## config.mk

```make
export PLATFORM = sky130hd
export DESIGN_NAME = cdb_master_flat
export DESIGN_NICKNAME = d
export VERILOG_FILES = /design/src/rtl/cdb_master_if.sv /design/src/rtl/cdb_master.sv /design/src/flat_wrapper.sv
export SDC_FILE = /design/constraint.sdc
export NUM_CORES = 1
export LEC_CHECK = 0
export BUFFER_PORTS_ARGS = -buffer_cell sky130_fd_sc_hd__buf_2
export CAP_MARGIN = 25
export CORE_MARGIN = 5
export CORE_UTILIZATION = 50
export DETAILED_ROUTE_END_ITERATION = 10
export PLACE_DENSITY_LB_ADDON = 0.15
export SLEW_MARGIN = 25
export SYNTH_ARGS = -nofsm -noshare
export SYNTH_HDL_FRONTEND = slang
export SYNTH_SLANG_ARGS = --single-unit
```

## constraint.sdc

```tcl
create_clock -name clk -period 5.3 [get_ports clk]
set_clock_uncertainty 0.15 [all_clocks]
set_input_delay 0.265 -clock clk [delete_from_list [all_inputs] [get_ports clk]]
set_output_delay 0.265 -clock clk [all_outputs]
set_load 0.1 [all_outputs]
```

## src/rtl/cdb_master_if.sv

```systemverilog
// CDB master bus: functional-unit writeback ports in, common data bus broadcast out.
// master = the CDB driver side; slave = the units and snooping consumers.
interface cdb_master_if #(
  parameter int NUM_FU = 3,
  parameter int TAG_W  = 4,
  parameter int ID_W   = 4
) ();
  logic [NUM_FU-1:0]       fu_valid;
  logic [NUM_FU-1:0]       fu_ready;
  logic [NUM_FU*TAG_W-1:0] fu_tag;
  logic [NUM_FU*ID_W-1:0]  fu_inst_id;
  logic [NUM_FU*32-1:0]    fu_wdata;
  logic                    cdb_wr;
  logic [TAG_W-1:0]        cdb_tag;
  logic [ID_W-1:0]         cdb_inst_id;
  logic [31:0]             cdb_wdata;

  modport master (
    input  fu_valid, fu_tag, fu_inst_id, fu_wdata,
    output fu_ready, cdb_wr, cdb_tag, cdb_inst_id, cdb_wdata
  );

  modport slave (
    output fu_valid, fu_tag, fu_inst_id, fu_wdata,
    input  fu_ready, cdb_wr, cdb_tag, cdb_inst_id, cdb_wdata
  );
endinterface

```

## src/rtl/cdb_master.sv

```systemverilog
// Common data bus driver: per-unit skid FIFOs, round-robin pick, registered broadcast.
// Latency 2 cycles input-to-cdb_wr; units see ready from FIFO occupancy, the CDB itself never stalls.

// Generic circular FIFO with occupancy counter; clr empties it at the next edge.
// Latency 1 cycle push-to-head; push_rdy depends on registered count only.
module cdb_fifo #(
  parameter int W     = 8,
  parameter int DEPTH = 2
) (
  input  logic         clk,
  input  logic         rst,
  input  logic         clr,
  input  logic         push_vld,
  input  logic [W-1:0] push_dat,
  input  logic         pop_vld,
  output logic [W-1:0] head_dat,
  output logic         head_vld,
  output logic         push_rdy
);
  localparam int PW = (DEPTH > 1) ? $clog2(DEPTH) : 1;
  localparam int CW = $clog2(DEPTH) + 1;

  logic [W-1:0]  mem_q [DEPTH];
  logic [W-1:0]  mem_d [DEPTH];
  logic [PW-1:0] wr_ptr_q, wr_ptr_d;
  logic [PW-1:0] rd_ptr_q, rd_ptr_d;
  logic [CW-1:0] count_q, count_d;
  logic          push_ok;
  logic          pop_ok;

  assign push_rdy = (count_q < CW'(DEPTH));
  assign head_vld = (count_q != '0);
  assign head_dat = mem_q[rd_ptr_q];
  assign push_ok  = push_vld & push_rdy;
  assign pop_ok   = pop_vld & head_vld;

  always_comb begin
    mem_d    = mem_q;
    wr_ptr_d = wr_ptr_q;
    rd_ptr_d = rd_ptr_q;
    count_d  = count_q;
    if (clr) begin
      wr_ptr_d = '0;
      rd_ptr_d = '0;
      count_d  = '0;
    end else begin
      if (push_ok) begin
        mem_d[wr_ptr_q] = push_dat;
        wr_ptr_d        = wr_ptr_q + 1'b1;
      end
      if (pop_ok) begin
        rd_ptr_d = rd_ptr_q + 1'b1;
      end
      count_d = count_q + CW'(push_ok) - CW'(pop_ok);
    end
  end

  always_ff @(posedge clk) begin
    if (rst) begin
      wr_ptr_q <= '0;
      rd_ptr_q <= '0;
      count_q  <= '0;
    end else begin
      wr_ptr_q <= wr_ptr_d;
      rd_ptr_q <= rd_ptr_d;
      count_q  <= count_d;
    end
  end

  // Storage needs no reset: nothing is read until the count says it was written.
  always_ff @(posedge clk) begin
    mem_q <= mem_d;
  end
endmodule

module cdb_master #(
  parameter int NUM_FU     = 3,
  parameter int TAG_W      = 4,
  parameter int ID_W       = 4,
  parameter int FIFO_DEPTH = 2
) (
  input  logic         clk,
  input  logic         rst,
  input  logic         flush,
  cdb_master_if.master bus
);
  localparam int PTR_W = (NUM_FU > 1) ? $clog2(NUM_FU) : 1;

  typedef struct packed {
    logic [TAG_W-1:0] tag;
    logic [ID_W-1:0]  inst_id;
    logic [31:0]      wdata;
  } result_t;

  localparam int RES_W = $bits(result_t);

  logic [NUM_FU-1:0] push_vld;
  logic [NUM_FU-1:0] pop_vld;
  logic [NUM_FU-1:0] fifo_rdy;
  logic [NUM_FU-1:0] head_vld;
  result_t           push_dat [NUM_FU];
  result_t           head_dat [NUM_FU];

  logic              grant_vld;
  logic [PTR_W-1:0]  grant_idx;
  logic [PTR_W-1:0]  rr_ptr_q, rr_ptr_d;
  logic              cdb_wr_q, cdb_wr_d;
  result_t           cdb_res_q, cdb_res_d;

  genvar k;
  generate
    for (k = 0; k < NUM_FU; k++) begin : g_fu
      assign push_dat[k] = {bus.fu_tag[k*TAG_W +: TAG_W],
                            bus.fu_inst_id[k*ID_W +: ID_W],
                            bus.fu_wdata[k*32 +: 32]};
      // A transfer that lands in a flush cycle belongs to squashed work.
      assign push_vld[k] = bus.fu_valid[k] & fifo_rdy[k] & ~flush;

      cdb_fifo #(
        .W     (RES_W),
        .DEPTH (FIFO_DEPTH)
      ) u_fifo (
        .clk      (clk),
        .rst      (rst),
        .clr      (flush),
        .push_vld (push_vld[k]),
        .push_dat (push_dat[k]),
        .pop_vld  (pop_vld[k]),
        .head_dat (head_dat[k]),
        .head_vld (head_vld[k]),
        .push_rdy (fifo_rdy[k])
      );

      a_tag_nonzero: assert property (@(posedge clk) disable iff (rst)
        bus.fu_valid[k] |-> (bus.fu_tag[k*TAG_W +: TAG_W] != '0));
    end
  endgenerate

  assign bus.fu_ready = fifo_rdy;

  // Search starts at rr_ptr and wraps; the first occupied FIFO wins.
  always_comb begin : arb
    int cand;
    cand      = 0;
    grant_vld = 1'b0;
    grant_idx = '0;
    pop_vld   = '0;
    for (int i = 0; i < NUM_FU; i++) begin
      cand = int'(rr_ptr_q) + i;
      if (cand >= NUM_FU) begin
        cand = cand - NUM_FU;
      end
      if (!grant_vld && head_vld[PTR_W'(cand)]) begin
        grant_vld = 1'b1;
        grant_idx = PTR_W'(cand);
      end
    end
    if (grant_vld && !flush) begin
      pop_vld[grant_idx] = 1'b1;
    end
  end

  always_comb begin
    rr_ptr_d  = rr_ptr_q;
    cdb_wr_d  = grant_vld & ~flush;
    cdb_res_d = cdb_res_q;
    if (cdb_wr_d) begin
      rr_ptr_d  = (grant_idx == PTR_W'(NUM_FU - 1)) ? '0 : grant_idx + 1'b1;
      cdb_res_d = head_dat[grant_idx];
    end
  end

  always_ff @(posedge clk) begin
    if (rst) begin
      rr_ptr_q  <= '0;
      cdb_wr_q  <= 1'b0;
      cdb_res_q <= '0;
    end else begin
      rr_ptr_q  <= rr_ptr_d;
      cdb_wr_q  <= cdb_wr_d;
      cdb_res_q <= cdb_res_d;
    end
  end

  assign bus.cdb_wr      = cdb_wr_q;
  assign bus.cdb_tag     = cdb_res_q.tag;
  assign bus.cdb_inst_id = cdb_res_q.inst_id;
  assign bus.cdb_wdata   = cdb_res_q.wdata;
endmodule

```

## src/flat_wrapper.sv

```systemverilog
// flat-port wrapper written by rule: the top's interface ports become plain ports
module cdb_master_flat 
#(
  parameter int NUM_FU     = 3,
  parameter int TAG_W      = 4,
  parameter int ID_W       = 4,
  parameter int FIFO_DEPTH = 2
)
  (clk, rst, flush, bus_fu_valid, bus_fu_tag, bus_fu_inst_id, bus_fu_wdata, bus_fu_ready, bus_cdb_wr, bus_cdb_tag, bus_cdb_inst_id, bus_cdb_wdata);
  cdb_master_if #(.NUM_FU(NUM_FU), .TAG_W(TAG_W), .ID_W(ID_W)) bus_i ();
  input  logic clk;
  input  logic rst;
  input  logic flush;
  input wire logic [$bits(bus_i.fu_valid)-1:0] bus_fu_valid;
  input wire logic [$bits(bus_i.fu_tag)-1:0] bus_fu_tag;
  input wire logic [$bits(bus_i.fu_inst_id)-1:0] bus_fu_inst_id;
  input wire logic [$bits(bus_i.fu_wdata)-1:0] bus_fu_wdata;
  output wire logic [$bits(bus_i.fu_ready)-1:0] bus_fu_ready;
  output wire logic [$bits(bus_i.cdb_wr)-1:0] bus_cdb_wr;
  output wire logic [$bits(bus_i.cdb_tag)-1:0] bus_cdb_tag;
  output wire logic [$bits(bus_i.cdb_inst_id)-1:0] bus_cdb_inst_id;
  output wire logic [$bits(bus_i.cdb_wdata)-1:0] bus_cdb_wdata;
  assign bus_i.fu_valid = bus_fu_valid;
  assign bus_i.fu_tag = bus_fu_tag;
  assign bus_i.fu_inst_id = bus_fu_inst_id;
  assign bus_i.fu_wdata = bus_fu_wdata;
  assign bus_fu_ready = bus_i.fu_ready;
  assign bus_cdb_wr = bus_i.cdb_wr;
  assign bus_cdb_tag = bus_i.cdb_tag;
  assign bus_cdb_inst_id = bus_i.cdb_inst_id;
  assign bus_cdb_wdata = bus_i.cdb_wdata;
  cdb_master #(.NUM_FU(NUM_FU), .TAG_W(TAG_W), .ID_W(ID_W), .FIFO_DEPTH(FIFO_DEPTH)) u_core (.clk(clk), .rst(rst), .flush(flush), .bus(bus_i));
endmodule
```

==> reports/qor.log, run 1 <==
INFO  worst_setup_path regToRegSetupSlack=2.07ns
INFO  place          dp_slack=2.11ns
INFO  synth          syn-mean-instance-area=16.6um^2
INFO  die            ioPinCount=170
INFO  timing         setup-violations-final=0
INFO  pwr            clock_power_share=33.2%
INFO  detailed_routing totalWireLength=27.4mm
INFO  timing         max_clock_freq=0.309GHz
INFO  worst_setup_path critical_path.startpoint_type=register
INFO  die            die_width=161um
INFO  pwr            leakage=0.00515uW
INFO  cells_and_area synthToLayoutAreaGrowth=27.7%
INFO  cts            number_of_clock_sinks_seen_by_cts=295
INFO  cells_and_area final_cells=1,289
INFO  synth          postSynth.asyncResetShare=0%
INFO  min_path       hold_class=in2reg
INFO  pwr            ir_drop=0.000326V
INFO  cts            cts-resized-gates=0
INFO  cts            clk_path_buf_depth=3
INFO  worst_setup_path setup_crit_path_kind=reg2reg
INFO  detailed_routing via_count=7,011
INFO  detailed_routing drt_pre_antenna_iters=5
INFO  timing         min_period_over_period=61.0%
INFO  min_path       hp-start=bus_fu_valid[1]
INFO  place          hpwl=16.6mm
INFO  pwr            internal-power=3910uW
INFO  place          gpl.final_weighted_congestion=0.775
INFO  synth          synth_edf_count=240
INFO  timing         rsz_0062_raised_after_global_routing=no
INFO  timing         timing.slew.headroom=38.5%
INFO  timing         post-route-min-period=3.23ns
INFO  cells_and_area antenna-diode-count=0
INFO  pwr            p_total=5490uW
INFO  timing         timing_worst_slew_pin_value=0.922ns
INFO  place          detailed_place.area=0.0126mm^2
INFO  outcome        status=finished, final reports clean
INFO  die            die-height=161um
INFO  pwr            combPwrFrac=17.9%
INFO  die            initial_utilization=50.6%
INFO  synth          netlist.top_cell.by_area=edfxtp_1
INFO  synth          netlist_instances=692
INFO  detailed_routing wire_per_inst=21.3um
INFO  synth          synth.net_count=827
INFO  synth          yosys_register_bits=295
INFO  global_routing grt_remaining_overflow=0
INFO  detailed_routing drtAntennaViolNets=0
INFO  worst_setup_path critical_path.reg2reg.endpoint=u_core.bus.cdb_wdata[2]$_SDFFE_PP0N_
INFO  synth          seq_area_frac_synth=72.4%
INFO  cells_and_area finalInstanceArea=0.0146mm^2
INFO  timing         worst_slack=2.07ns
INFO  worst_setup_path required=5.60ns
INFO  worst_setup_path endpoint_kind=register
INFO  cells_and_area fin_nets=1,117
INFO  synth          synth.top_cell.area_share=62.8%
INFO  synth          number_of_different_library_cells_in_the_post_synthesis_netlist=46
INFO  detailed_routing post_drt_via_cell_ratio=5.44
INFO  cells_and_area layout-drive-gt1-share=27.2%
INFO  cts            worst_setup_hold_path_clk_slew=0.06ns
INFO  worst_setup_path worst_setup_path_startpoint=u_core.rr_ptr_q[0]$_SDFFE_PP0N_
INFO  timing         report.final.slew_viol_count=0
INFO  cts            clock_latency=0.54ns
INFO  global_routing grt_pass1_vias=7,610
INFO  synth          yosys_most_used_dff=edfxtp_1
INFO  global_routing grt_util_all_layers=20.7%
INFO  pwr            cellPowerDensity=375mW/mm^2
INFO  run            cap_viol_max_count=0
INFO  timing         hold_viol_final=0
INFO  cts            ctsRootBufferMaster=clkbuf_16
INFO  die            fp.coreArea=0.0226mm^2
INFO  detailed_routing drt-initial-drc-count=493
INFO  cts            cts_made_buffers=29
INFO  cts            ctsHtreeMaxLevel=1
INFO  worst_setup_path regToRegStartpoint=u_core.rr_ptr_q[0]$_SDFFE_PP0N_
INFO  synth          post_synth_main_area_contributors=edfxtp_1 63%, mux2i_1 11%, dfxtp_1 9.6%, mux2_2 3.4%, o221ai_1 2.3%
INFO  global_routing grt_pass1_wl=42.3mm
INFO  timing         timing.setup.tns=0ns
INFO  place          port_buffers=169
INFO  pwr            switching_share=28.8%
INFO  die            row_count=55
INFO  synth          synth.yosys.warnings=0
INFO  min_path       worstHoldPathCells=4
INFO  global_routing grt_antenna_before_repair=0
INFO  synth          netlist_area=0.0115mm^2
INFO  worst_setup_path critical_path_peak_fanout=27
INFO  die            dieArea=0.0261mm^2
INFO  global_routing largest_net_degree_at_the_start_of_global_routing=41
INFO  cts            cts_tree=yes
INFO  worst_setup_path worst-r2r-cell-count=8
INFO  place          post-place-cells=1,115
INFO  pwr            p_sw=1580uW
INFO  min_path       worst_hold_path.endpoint=u_core.g_fu[1].u_fifo.wr_ptr_q$_SDFFE_PP0P_
INFO  pwr            share_seq_of_total_power=48.9%
INFO  detailed_routing route.detailed.drc=0
INFO  worst_setup_path timing.critical_path.arrival=3.53ns
==> cells by family after synthesis <==
kind of cell,after synthesis,share of synthesized area (%)
and+or+nand+nor,108,4.92
xor gates and xnor gates,10,0.764
AOI/OAI and AO/OA,57,4.33
buffers and inverters,52,2.06
adders and majority gates,9,0.982
muxes,161,14.5
DFF,295,72.4
==> worst max path at each step <==
| stage | endpoint | slack (ns) | cells past startpoint |
|---|---|---|---|
| 2_1_floorplan | u_core.g_fu[1].u_fifo.mem_q[40]$_DFFE_PP_ | 2.25 | 5 |
| 3_3_place_gp | u_core.bus.cdb_inst_id[0]$_SDFFE_PP0N_ | 2.25 | 9 |
| 3_5_place_dp | u_core.bus.cdb_inst_id[0]$_SDFFE_PP0N_ | 2.11 | 8 |
| 4_1_cts | u_core.bus.cdb_inst_id[0]$_SDFFE_PP0N_ | 2.10 | 8 |
| 5_1_grt | u_core.g_fu[0].u_fifo.count_q[1]$_SDFF_PP0_ | 1.86 | 13 |
| 6_report | u_core.bus.cdb_wdata[2]$_SDFFE_PP0N_ | 2.07 | 8 |
==> layout make-up <==
cell class                      instances  area, um^2
Fill cell                            1589        7990
Tap cell                              285         357
Inverter                               11        41.3
Clock buffer                           37         766
Clock inverter                         16        70.1
Timing Repair Buffer                  300        2130
Sequential cell                       295        8310
Multi-Input combinational cell        345        2970
==> layout by cell type, fill, tap and decap left out, types with 4 or more instances in the layout <==
master / instances
clkbuf_1: 7
dlygate4sd3_1: 121
clkbuf_16: 29
mux2_1: 5
nand2_1: 41
buf_4: 10
clkinv_1: 11
o221ai_1: 30
or4_1: 10
clkinv_2: 4
o211ai_2: 5
mux2i_1: 121
nor2_1: 14
dfxtp_1: 52
inv_1: 11
o211ai_1: 5
nand3b_1: 11
ha_1: 9
buf_2: 169
edfxtp_1: 240
mux2_2: 35
xnor2_1: 9
==> timing repair <==
action | in CTS | in global routing
buffers inserted | 0 | 0
hold buffers | 121 | 0
endpoints found under the hold margin | 241 | 0
==> power groups by stage <==
stage          combinational, uW  sequential, uW  clock [uW]
2_1_floorplan                291            3130           0
3_3_place_gp                 886            2730           0
3_5_place_dp                 908            2730           0
4_1_cts                      981            2690        1850
5_1_grt                     1030            2700        1960
6_report                     985            2690        1820
==> stage by stage <==
stage / utilization (%) / hold slack, ns
after detailed placement: 55.6 / 0.295
after global routing: 64.7 / 0.0410
after floorplan: - / 0.214
final: 64.7 / 0.0604
after CTS: 64.7 / 0.0286
after global placement: 55.6 / 0.297
==> routing by layer <==
metal	routed length [um]	part of all wire [%]	track usage, %
met3	1600	5.8	4.03
met5	0	0	0
met2	14000	51	37.5
met1	11200	41	25.9
met4	591	2.2	4.77
==> Yosys cell counts (2+ instances only) <==
library cell / n
and2_1: 4
edfxtp_1: 240
ha_1: 9
mux2_1: 5
nand4_1: 2
o21ai_0: 3
o211ai_1: 5
nand3b_1: 11
or2_2: 3
o221ai_1: 30
a211oi_1: 2
mux2i_1: 121
xnor2_1: 9
nor2b_1: 2
or4_1: 10
clkbuf_1: 21
mux2_2: 35
nand2_1: 42
or3_1: 3
o21a_1: 3
inv_1: 11
nor3_1: 2
o211ai_2: 5
nor2_1: 17
buf_2: 15
buf_4: 4
and3_1: 4
dfxtp_1: 55
a21oi_1: 2
==> critical path, cell delays in order (launching register included) <==
cell,delay [ns]
dfxtp_1,0.34
inv_1,0.07
ha_1,0.33
nand3b_1,0.30
o21a_1,0.22
o221ai_4,0.59
buf_4,0.53
mux2_2,0.41
o221ai_1,0.21
==> flip-flops by register name (all words and copies together) (netlist names) <==
| register | count |
|---|---|
| u_core.rr_ptr_q | 2 |
| u_core.bus.cdb_tag | 4 |
| u_core.g_fu.u_fifo.rd_ptr_q | 3 |
| u_core.bus.cdb_inst_id | 4 |
| u_core.g_fu.u_fifo.mem_q | 240 |
| u_core.g_fu.u_fifo.wr_ptr_q | 3 |
| u_core.g_fu.u_fifo.count_q | 6 |
| u_core.bus.cdb_wdata | 32 |
| u_core.bus.cdb_wr | 1 |
No activity file was read; power rests on OpenSTA's default activity.
==> run 2: changes to the inputs <==
--- a/config.mk
+++ b/config.mk
@@ -5,6 +5,7 @@
 export SDC_FILE = /design/constraint.sdc
 export NUM_CORES = 1
 export LEC_CHECK = 0
+export ABC_AREA = 1
 export BUFFER_PORTS_ARGS = -buffer_cell sky130_fd_sc_hd__buf_2
 export CAP_MARGIN = 25
 export CORE_MARGIN = 5
==> constraint.sdc (replaced) <==
create_clock -name clk -period 3 [get_ports clk]
set_clock_uncertainty 0.15 [all_clocks]
set_input_delay 0.15 -clock clk [delete_from_list [all_inputs] [get_ports clk]]
set_output_delay 0.15 -clock clk [all_outputs]
set_load 0.1 [all_outputs]
==> run 2 against run 1 <==
Cell area rose by 2.9%. Routed wire length rose by 0.37%. Setup slack got worse by 1.9 ns.
==> reports/qor.log, run 2 <==
INFO  cts            ctsHtreeMaxLevel=1 [unchanged]
INFO  timing         report.final.slew_viol_count=0 [unchanged]
INFO  worst_setup_path regToRegSetupSlack=0.15ns [-1.91 ns]
INFO  worst_setup_path timing.critical_path.arrival=3.17ns [-0.36 ns]
INFO  cts            number_of_clock_sinks_seen_by_cts=295 [unchanged]
INFO  global_routing largest_net_degree_at_the_start_of_global_routing=41 [unchanged]
INFO  detailed_routing totalWireLength=27.5mm [+0.37%]
INFO  detailed_routing drt_pre_antenna_iters=5 [unchanged]
INFO  synth          synth_edf_count=240 [unchanged]
INFO  die            initial_utilization=51.0% [+0.38 points]
INFO  pwr            leakage=0.00570uW [+11%]
INFO  synth          yosys_most_used_dff=edfxtp_1
INFO  worst_setup_path setup_crit_path_kind=reg2reg
INFO  place          hpwl=17.9mm [+7.9%]
INFO  synth          largest_family_of_logic_cells_by_synthesized_area=simple AND/OR/NAND/NOR gates
INFO  synth          fraction_of_the_mapped_netlist_area_in_compound_gates=3.25% [-1.1 points]
INFO  cts            ctsRootBufferMaster=clkbuf_16
INFO  worst_setup_path critical-path-max-stage-delay=0.35ns [-0.24 ns]
INFO  global_routing grt_util_all_layers=20.8% [+0.089 points]
INFO  synth          synth.net_count=1,014 [+23%]
INFO  detailed_routing drtAntennaViolNets=0 [unchanged]
INFO  synth          netlist_instances=879 [+27%]
INFO  die            dieArea=0.0264mm^2 [+1.3%]
INFO  synth          number_of_different_library_cells_in_the_post_synthesis_netlist=30 [-35%]
INFO  synth          synth_xor_area_share=0.226% [-0.54 points]
INFO  worst_setup_path cp_common_cell=inv_1
INFO  synth          netlist_area=0.0116mm^2 [+1.4%]
INFO  place          post-place-cells=1,339 [+20%]
INFO  die            ioPinCount=170 [unchanged]
INFO  timing         rsz_0062_raised_after_global_routing=no
INFO  worst_setup_path crit_path_top_delay_cell=dfxtp_2
INFO  cells_and_area layout-drive-gt1-share=21.9% [-5.3 points]
INFO  die            row_count=55 [unchanged]
INFO  timing         setup-violations-final=0 [unchanged]
INFO  synth          post_synth_main_area_contributors=edfxtp_1 62%, dfxtp_1 9.5%, mux2i_1 9.5%, nand2_1 6.8%, nand3_1 2.8%
INFO  detailed_routing wire_per_inst=18.1um [-15%]
INFO  die            die_width=162um [+0.64%]
INFO  run            cap_viol_max_count=0 [unchanged]
INFO  timing         min_period_over_period=95.0% [+34 points]
INFO  synth          netlist_top_cells_count=240 x edfxtp_1, 211 x nand2_1, 110 x mux2i_1, 64 x nand3_1, 55 x dfxtp_1
INFO  outcome        status=finished, final reports clean
INFO  cells_and_area largest_register=u_core.g_fu.u_fifo.mem_q
INFO  timing         max_clock_freq=0.351GHz [+14%]
INFO  synth          synth.yosys.warnings=0 [unchanged]
INFO  cts            post-cts-setup-buffer-count=0 [unchanged]
INFO  min_path       hold_class=in2reg
INFO  timing         post-route-min-period=2.85ns [-0.385 ns]
INFO  worst_setup_path critical_path.startpoint_type=register
INFO  cells_and_area finalInstanceArea=0.0151mm^2 [+2.9%]
INFO  die            die-height=162um [+0.64%]
INFO  cells_and_area synthToLayoutAreaGrowth=29.7%
INFO  synth          synth_simple_gate_area_share=11.6% [+6.7 points]
INFO  detailed_routing drt-initial-drc-count=561 [+14%]
INFO  place          port_buffers=169 [unchanged]
INFO  detailed_routing via_count=7,528 [+7.4%]
INFO  global_routing grt_antenna_before_repair=1 [+1]
INFO  worst_setup_path endpoint_kind=register
INFO  timing         timing.setup.tns=0ns [unchanged]
INFO  worst_setup_path cp_num_buf_inv=5 [+3]
INFO  cts            worst_setup_hold_path_clk_slew=0.06ns [about the same]
INFO  synth          netlist.top_cell.by_area=edfxtp_1
INFO  die            fp.coreArea=0.0228mm^2 [+0.61%]
INFO  cells_and_area largest_register_ffs=240 [unchanged]
INFO  synth          synth.top_cell.area_share=62.0% [-0.85 points]
INFO  synth          postSynth.asyncResetShare=0% [unchanged]
INFO  global_routing grt_pass1_vias=7,634 [+0.32%]
INFO  pwr            ir_drop=0.000508V [+56%]
INFO  worst_setup_path required=3.32ns [-2.28 ns]
INFO  cts            cts_tree=yes
INFO  worst_setup_path worst_path_dominant_cell_family=simple AND/OR/NAND/NOR gates
INFO  synth          synthMostInstantiatedCell=edfxtp_1
INFO  cells_and_area most_frequent_cells_in_the_layout=240 x edfxtp_1, 211 x nand2_1, 169 x buf_2
INFO  cts            clock_latency=0.54ns [about the same]
INFO  synth          post_synth_mux_area_share=9.47% [-5.0 points]
INFO  cts            clk_path_buf_depth=3 [unchanged]
INFO  synth          synth_fa_ha_area_share=0.969% [-0.013 points]
INFO  detailed_routing route.detailed.drc=0 [unchanged]
INFO  timing         hold_viol_final=0 [unchanged]
INFO  place          gpl.final_weighted_congestion=0.824 [+6.3%]
INFO  synth          seq_area_frac_synth=71.5% [-0.97 points]
INFO  cts            cts_made_buffers=30 [+3.4%]
INFO  place          detailed_place.area=0.0129mm^2 [+2.3%]
INFO  global_routing grt_remaining_overflow=0 [unchanged]
INFO  timing         timing.slew.headroom=58.9% [+20 points]
INFO  worst_setup_path critical_path.cell_chain=inv_1 > ha_2 > inv_2 > nand2_1 > nand3_1 > nand2_2 > nor2_4 > nand2_2 > nand2_4 > inv_2 > nand2_4 > inv_1 > ha_1 > inv_1 > ha_1 > or2_2 > a21oi_1
INFO  pwr            cellPowerDensity=796mW/mm^2 [+110%]
INFO  cells_and_area final_cells=1,521 [+18%]
INFO  global_routing grt_pass1_wl=42.5mm [+0.55%]
INFO  cells_and_area fin_nets=1,317 [+18%]
INFO  timing         timing_worst_slew_pin_value=0.617ns [-0.305 ns]
INFO  synth          syn-mean-instance-area=13.2um^2 [-20%]
INFO  detailed_routing post_drt_via_cell_ratio=4.95 [-9.0%]
INFO  cells_and_area layout_commonest_cell=edfxtp_1
INFO  synth          yosys_register_bits=295 [unchanged]
INFO  worst_setup_path critical_path_peak_fanout=13 [-52%]
run 2: changes by cell type after synthesis, moves of 28 or more:
cell      previous run  this run
o21ai_1              0        28
nand2_1             42       211
a21oi_1              2        30
o221ai_1            30         0
mux2_2              35         0
nand3_1              1        64
run 2: power breakdown:
group          internal, uW  switching (uW)  total [uW]
sequential             4700             132        4840
clock                  2080            1430        3510
combinational           964            2680        3640
run 2: kinds of logic after synthesis:
group	count (synthesis)
flops	295
mux	110
xor+xnor	3
buf+inv	73
compound gates	75
fa+ha+maj	9
simple gates	314
run 2: metal layers:
metal | vias up | GRT usage (%) | routed length (um)
met5 | - | 0 | 0
met4 | 0 | 4.88 | 640
met3 | 43 | 2.68 | 1350
met2 | 201 | 34.1 | 13000
met1 | 3560 | 30.1 | 12600
li1 | 3724 | - | -
run 2: repair_timing:
item / CTS / global route
resized for setup: 0 / 2
endpoints found under the setup margin: 0 / 2
endpoints found under the hold margin: 261 / 0
hold buffers: 124 / 0
run 2: layout make-up:
cell class	instances	area, um^2
sequential	295	8310
fill	1700	7700
multi-input combinational	511	3020
timing repair buffer	315	2300
clock buffer	43	831
tap	313	392
inverter	29	109
clock inverter	13	105
antenna	2	5.00
run 2: tightest hold or removal path, stage by stage:
cell	delay, ns
buf_2	0.10
nand3_1	0.31
a21oi_1	0.12
run 2: per-stage QoR:
| step | util (%) | total power [uW] | worst slack, ns | hold slack, ns |
|---|---|---|---|---|
| 2_1_floorplan | - | 7580 | 0.152 | 0.0691 |
| 3_3_place_gp | 56.6 | 8400 | 0.183 | 0.187 |
| 3_5_place_dp | 56.6 | 8440 | 0.0799 | 0.191 |
| 4_1_cts | 66.1 | 12100 | 0.0627 | 0.0254 |
| 5_1_grt | 66.2 | 12600 | 0.0117 | 0.0578 |
| 6_report | 66.2 | 12000 | 0.151 | 0.0522 |
run 2: path summary, 6_finish.rpt:
kind / from / endpoint / cells past startpoint
worst max-delay path: u_core.rr_ptr_q[0]$_SDFFE_PP0N_ / u_core.g_fu[2].u_fifo.count_q[1]$_SDFF_PP0_ / 17
worst min-delay path: bus_fu_valid[1] / u_core.g_fu[1].u_fifo.wr_ptr_q$_SDFFE_PP0P_ / 3
worst min register to register: u_core.rr_ptr_q[1]$_SDFFE_PP0N_ / u_core.rr_ptr_q[1]$_SDFFE_PP0N_ / 2
worst max register to register: u_core.rr_ptr_q[0]$_SDFFE_PP0N_ / u_core.g_fu[2].u_fifo.count_q[1]$_SDFF_PP0_ / 17
==> run 3: changes to the inputs <==
--- a/config.mk
+++ b/config.mk
@@ -12,6 +12,7 @@
 export CORE_UTILIZATION = 50
 export DETAILED_ROUTE_END_ITERATION = 10
 export PLACE_DENSITY_LB_ADDON = 0.15
+export RECOVER_POWER = 100
 export SLEW_MARGIN = 25
 export SYNTH_ARGS = -nofsm -noshare
 export SYNTH_HDL_FRONTEND = slang
==> run 3 against run 2 <==
The flow now finishes with violations (max-capacitance violations, max-slew violations). Utilization down 1.1 points. Via count grew 0.89%. Flip-flop and latch count unchanged. Critical endpoint unchanged. Largest cell class unchanged. Critical path depth stayed put. Count of clock-buffer cells in the layout unchanged.
==> reports/qor.log, run 3 (same netlist as run 2, synthesis figures left out) <==
INFO  global_routing grt_remaining_overflow=0 [unchanged]
INFO  cts            ctsRootBufferMaster=clkbuf_16
INFO  worst_setup_path worst-r2r-cell-count=17 [unchanged]
INFO  place          dp_slack=0.0799ns [unchanged]
INFO  detailed_routing route.detailed.drc=0 [unchanged]
INFO  cells_and_area most_frequent_cells_in_the_layout=240 x edfxtp_1, 213 x nand2_1, 153 x clkbuf_1
INFO  timing         worst_slack=0.157ns [+0.00620 ns]
INFO  cts            clock_latency=0.54ns [about the same]
INFO  pwr            internal-power=7670uW [-1.0%]
INFO  pwr            switching_share=35.6% [+0.20 points]
INFO  global_routing met3_usage=2.68% [unchanged]
INFO  worst_setup_path critical_path.startpoint_type=register
INFO  global_routing grt_antenna_before_repair=1 [unchanged]
INFO  cts            ctsHtreeMaxLevel=1 [unchanged]
INFO  cts            number_of_clock_sinks_seen_by_cts=295 [unchanged]
INFO  die            die_width=162um [unchanged]
INFO  pwr            cellPowerDensity=803mW/mm^2 [+0.95%]
INFO  pwr            combPwrFrac=29.8% [-0.6 points]
INFO  timing         max_clock_freq=0.352GHz [+0.22%]
INFO  timing         min_period_over_period=94.8% [-0.21 points]
INFO  detailed_routing drtAntennaViolNets=0 [unchanged]
INFO  worst_setup_path regToRegStartpoint=u_core.rr_ptr_q[0]$_SDFFE_PP0N_
INFO  die            dieArea=0.0264mm^2 [unchanged]
INFO  global_routing grt_util_all_layers=20.8% [unchanged]
INFO  cts            clk_path_buf_depth=3 [unchanged]
INFO  timing         rsz_0062_raised_after_global_routing=no
INFO  detailed_routing wire_per_inst=18.2um [+0.35%]
INFO  place          gpl.final_weighted_congestion=0.824 [unchanged]
INFO  timing         timing.slew.headroom=-1.99% [-61 points]
INFO  cells_and_area synthToLayoutAreaGrowth=27.5%
INFO  worst_setup_path worst_setup_path_startpoint=u_core.rr_ptr_q[0]$_SDFFE_PP0N_
INFO  pwr            leakage=0.00524uW [-8.1%]
INFO  detailed_routing drt-initial-drc-count=443 [-21%]
INFO  cells_and_area layout_commonest_cell=edfxtp_1
INFO  pwr            p_sw=4240uW [-0.17%]
INFO  timing         timing.setup.tns=0ns [unchanged]
INFO  detailed_routing via_count=7,595 [+0.89%]
INFO  cells_and_area fin_nets=1,317 [unchanged]
INFO  worst_setup_path critical_path.reg2reg.endpoint=u_core.g_fu[2].u_fifo.count_q[1]$_SDFF_PP0_
INFO  detailed_routing post_drt_via_cell_ratio=4.99 [+0.89%]
INFO  pwr            clock_power_share=29.6% [+0.3 points]
INFO  detailed_routing totalWireLength=27.6mm [+0.35%]
INFO  global_routing gr-usage-met2=34.1% [unchanged]
INFO  detailed_routing drt_pre_antenna_iters=5 [unchanged]
INFO  worst_setup_path endpoint_kind=register
INFO  worst_setup_path setup_crit_path_kind=reg2reg
INFO  timing         hold_viol_final=0 [unchanged]
INFO  timing         post-route-min-period=2.84ns [-0.00620 ns]
INFO  cells_and_area largest_register_ffs=240 [unchanged]
INFO  worst_setup_path critical_path_peak_fanout=13 [unchanged]
INFO  die            fp.coreArea=0.0228mm^2 [unchanged]
INFO  global_routing grt_pass1_vias=7,634 [unchanged]
INFO  timing         timing_worst_slew_pin_value=1.52ns [+0.907 ns]
INFO  die            ioPinCount=170 [unchanged]
INFO  min_path       hold_class=in2reg
INFO  run            cap_viol_max_count=1 [+1]
INFO  min_path       hp-start=bus_fu_valid[1]
INFO  cts            worst_setup_hold_path_clk_slew=0.06ns [about the same]
INFO  outcome        status=complete, but fails checks
INFO  global_routing met1_layer_usage_reported_by_global_route=30.1% [unchanged]
INFO  global_routing grt_pass1_wl=42.5mm [unchanged]
INFO  outcome        violations=max-capacitance violations, max-slew violations
INFO  cells_and_area largest_register=u_core.g_fu.u_fifo.mem_q
INFO  die            initial_utilization=51.0% [unchanged]
INFO  worst_setup_path required=3.32ns [about the same]
INFO  place          post-place-cells=1,339 [unchanged]
INFO  die            row_count=55 [unchanged]
INFO  timing         setup-violations-final=0 [unchanged]
INFO  die            die-height=162um [unchanged]
INFO  place          hpwl=17.9mm [unchanged]
INFO  global_routing largest_net_degree_at_the_start_of_global_routing=41 [unchanged]
INFO  pwr            share_seq_of_total_power=40.7% [+0.4 points]
INFO  worst_setup_path setup.worst_path.end=u_core.g_fu[2].u_fifo.count_q[1]$_SDFF_PP0_
INFO  place          port_buffers=169 [unchanged]
INFO  cells_and_area final_cells=1,521 [unchanged]
INFO  worst_setup_path regToRegSetupSlack=0.16ns [about the same]
INFO  timing         report.final.slew_viol_count=15 [+15]
INFO  pwr            ir_drop=0.000499V [-1.7%]
INFO  cts            cts_tree=yes
INFO  worst_setup_path timing.critical_path.arrival=3.16ns [about the same]
INFO  cells_and_area layout-drive-gt1-share=9.29% [-13 points]
INFO  cts            cts_made_buffers=30 [unchanged]
INFO  global_routing most_used_routing_layer_in_global_routing=met2
run 3: cell type report:
class                      count  area [um^2]
sequential                   295         8310
fill                        1785         7950
multi-input combinational    511         2970
timing repair buffer         315         2100
clock buffer                  43          831
tap                          313          392
inverter                      29          109
clock inverter                13          105
antenna                        2         5.00
run 3: repair_timing:
action	4_1_cts	5_1_grt
setup buffers	0	0
hold buffers	124	0
endpoints found under the setup margin	0	2
endpoints found under the hold margin	261	0
gates resized for setup	0	2
run 3: worst min path at each step:
stage                                             endpoint  slack [ns]  cells after the start
6_report       u_core.g_fu[1].u_fifo.wr_ptr_q$_SDFFE_PP0P_        0.04                      3
5_1_grt        u_core.g_fu[1].u_fifo.wr_ptr_q$_SDFFE_PP0P_        0.06                      3
4_1_cts        u_core.g_fu[1].u_fifo.wr_ptr_q$_SDFFE_PP0P_        0.03                      3
3_5_place_dp     u_core.g_fu[1].u_fifo.mem_q[74]$_DFFE_PP_        0.19                      1
3_3_place_gp     u_core.g_fu[1].u_fifo.mem_q[18]$_DFFE_PP_        0.19                      1
2_1_floorplan              u_core.rr_ptr_q[0]$_SDFFE_PP0N_        0.07                      1
run 3: through the flow:
stage / hold slack (ns) / cell area, um^2 / power, uW / utilization (%)
final: 0.0418 / 14800 / 11900 / 65.1
after global routing: 0.0578 / 14800 / 12500 / 65.1
after CTS: 0.0254 / 15100 / 12100 / 66.1
after detailed placement: 0.191 / 12900 / 8440 / 56.6
after global placement: 0.187 / 12900 / 8400 / 56.6
after floorplan: 0.0691 / 11600 / 7580 / -
run 3: power by group through the flow:
| stage | clock network [uW] | logic (uW) | registers (uW) |
|---|---|---|---|
| 3_5_place_dp | 0 | 3520 | 4920 |
| 6_report | 3520 | 3540 | 4840 |
| 3_3_place_gp | 0 | 3480 | 4920 |
| 5_1_grt | 3740 | 3890 | 4860 |
| 4_1_cts | 3580 | 3660 | 4840 |
| 2_1_floorplan | 0 | 1900 | 5680 |
run 3: critical path, stage by stage, from the launching register on:
cell     delay, ns
dfxtp_2       0.35
inv_1         0.05
ha_2          0.32
inv_2         0.08
nand2_1       0.08
nand3_1       0.12
nand2_2       0.09
nor2_4        0.15
nand2_2       0.09
nand2_4       0.13
inv_2         0.13
nand2_4       0.09
inv_1         0.04
ha_1          0.26
inv_1         0.04
ha_1          0.19
or2_2         0.30
a21oi_1       0.12
run 3: layer usage:
metal,part of all wire (%),wire [um]
met1,46,12600
met2,47,13000
met3,5.1,1410
met4,2.2,621
met5,0,0
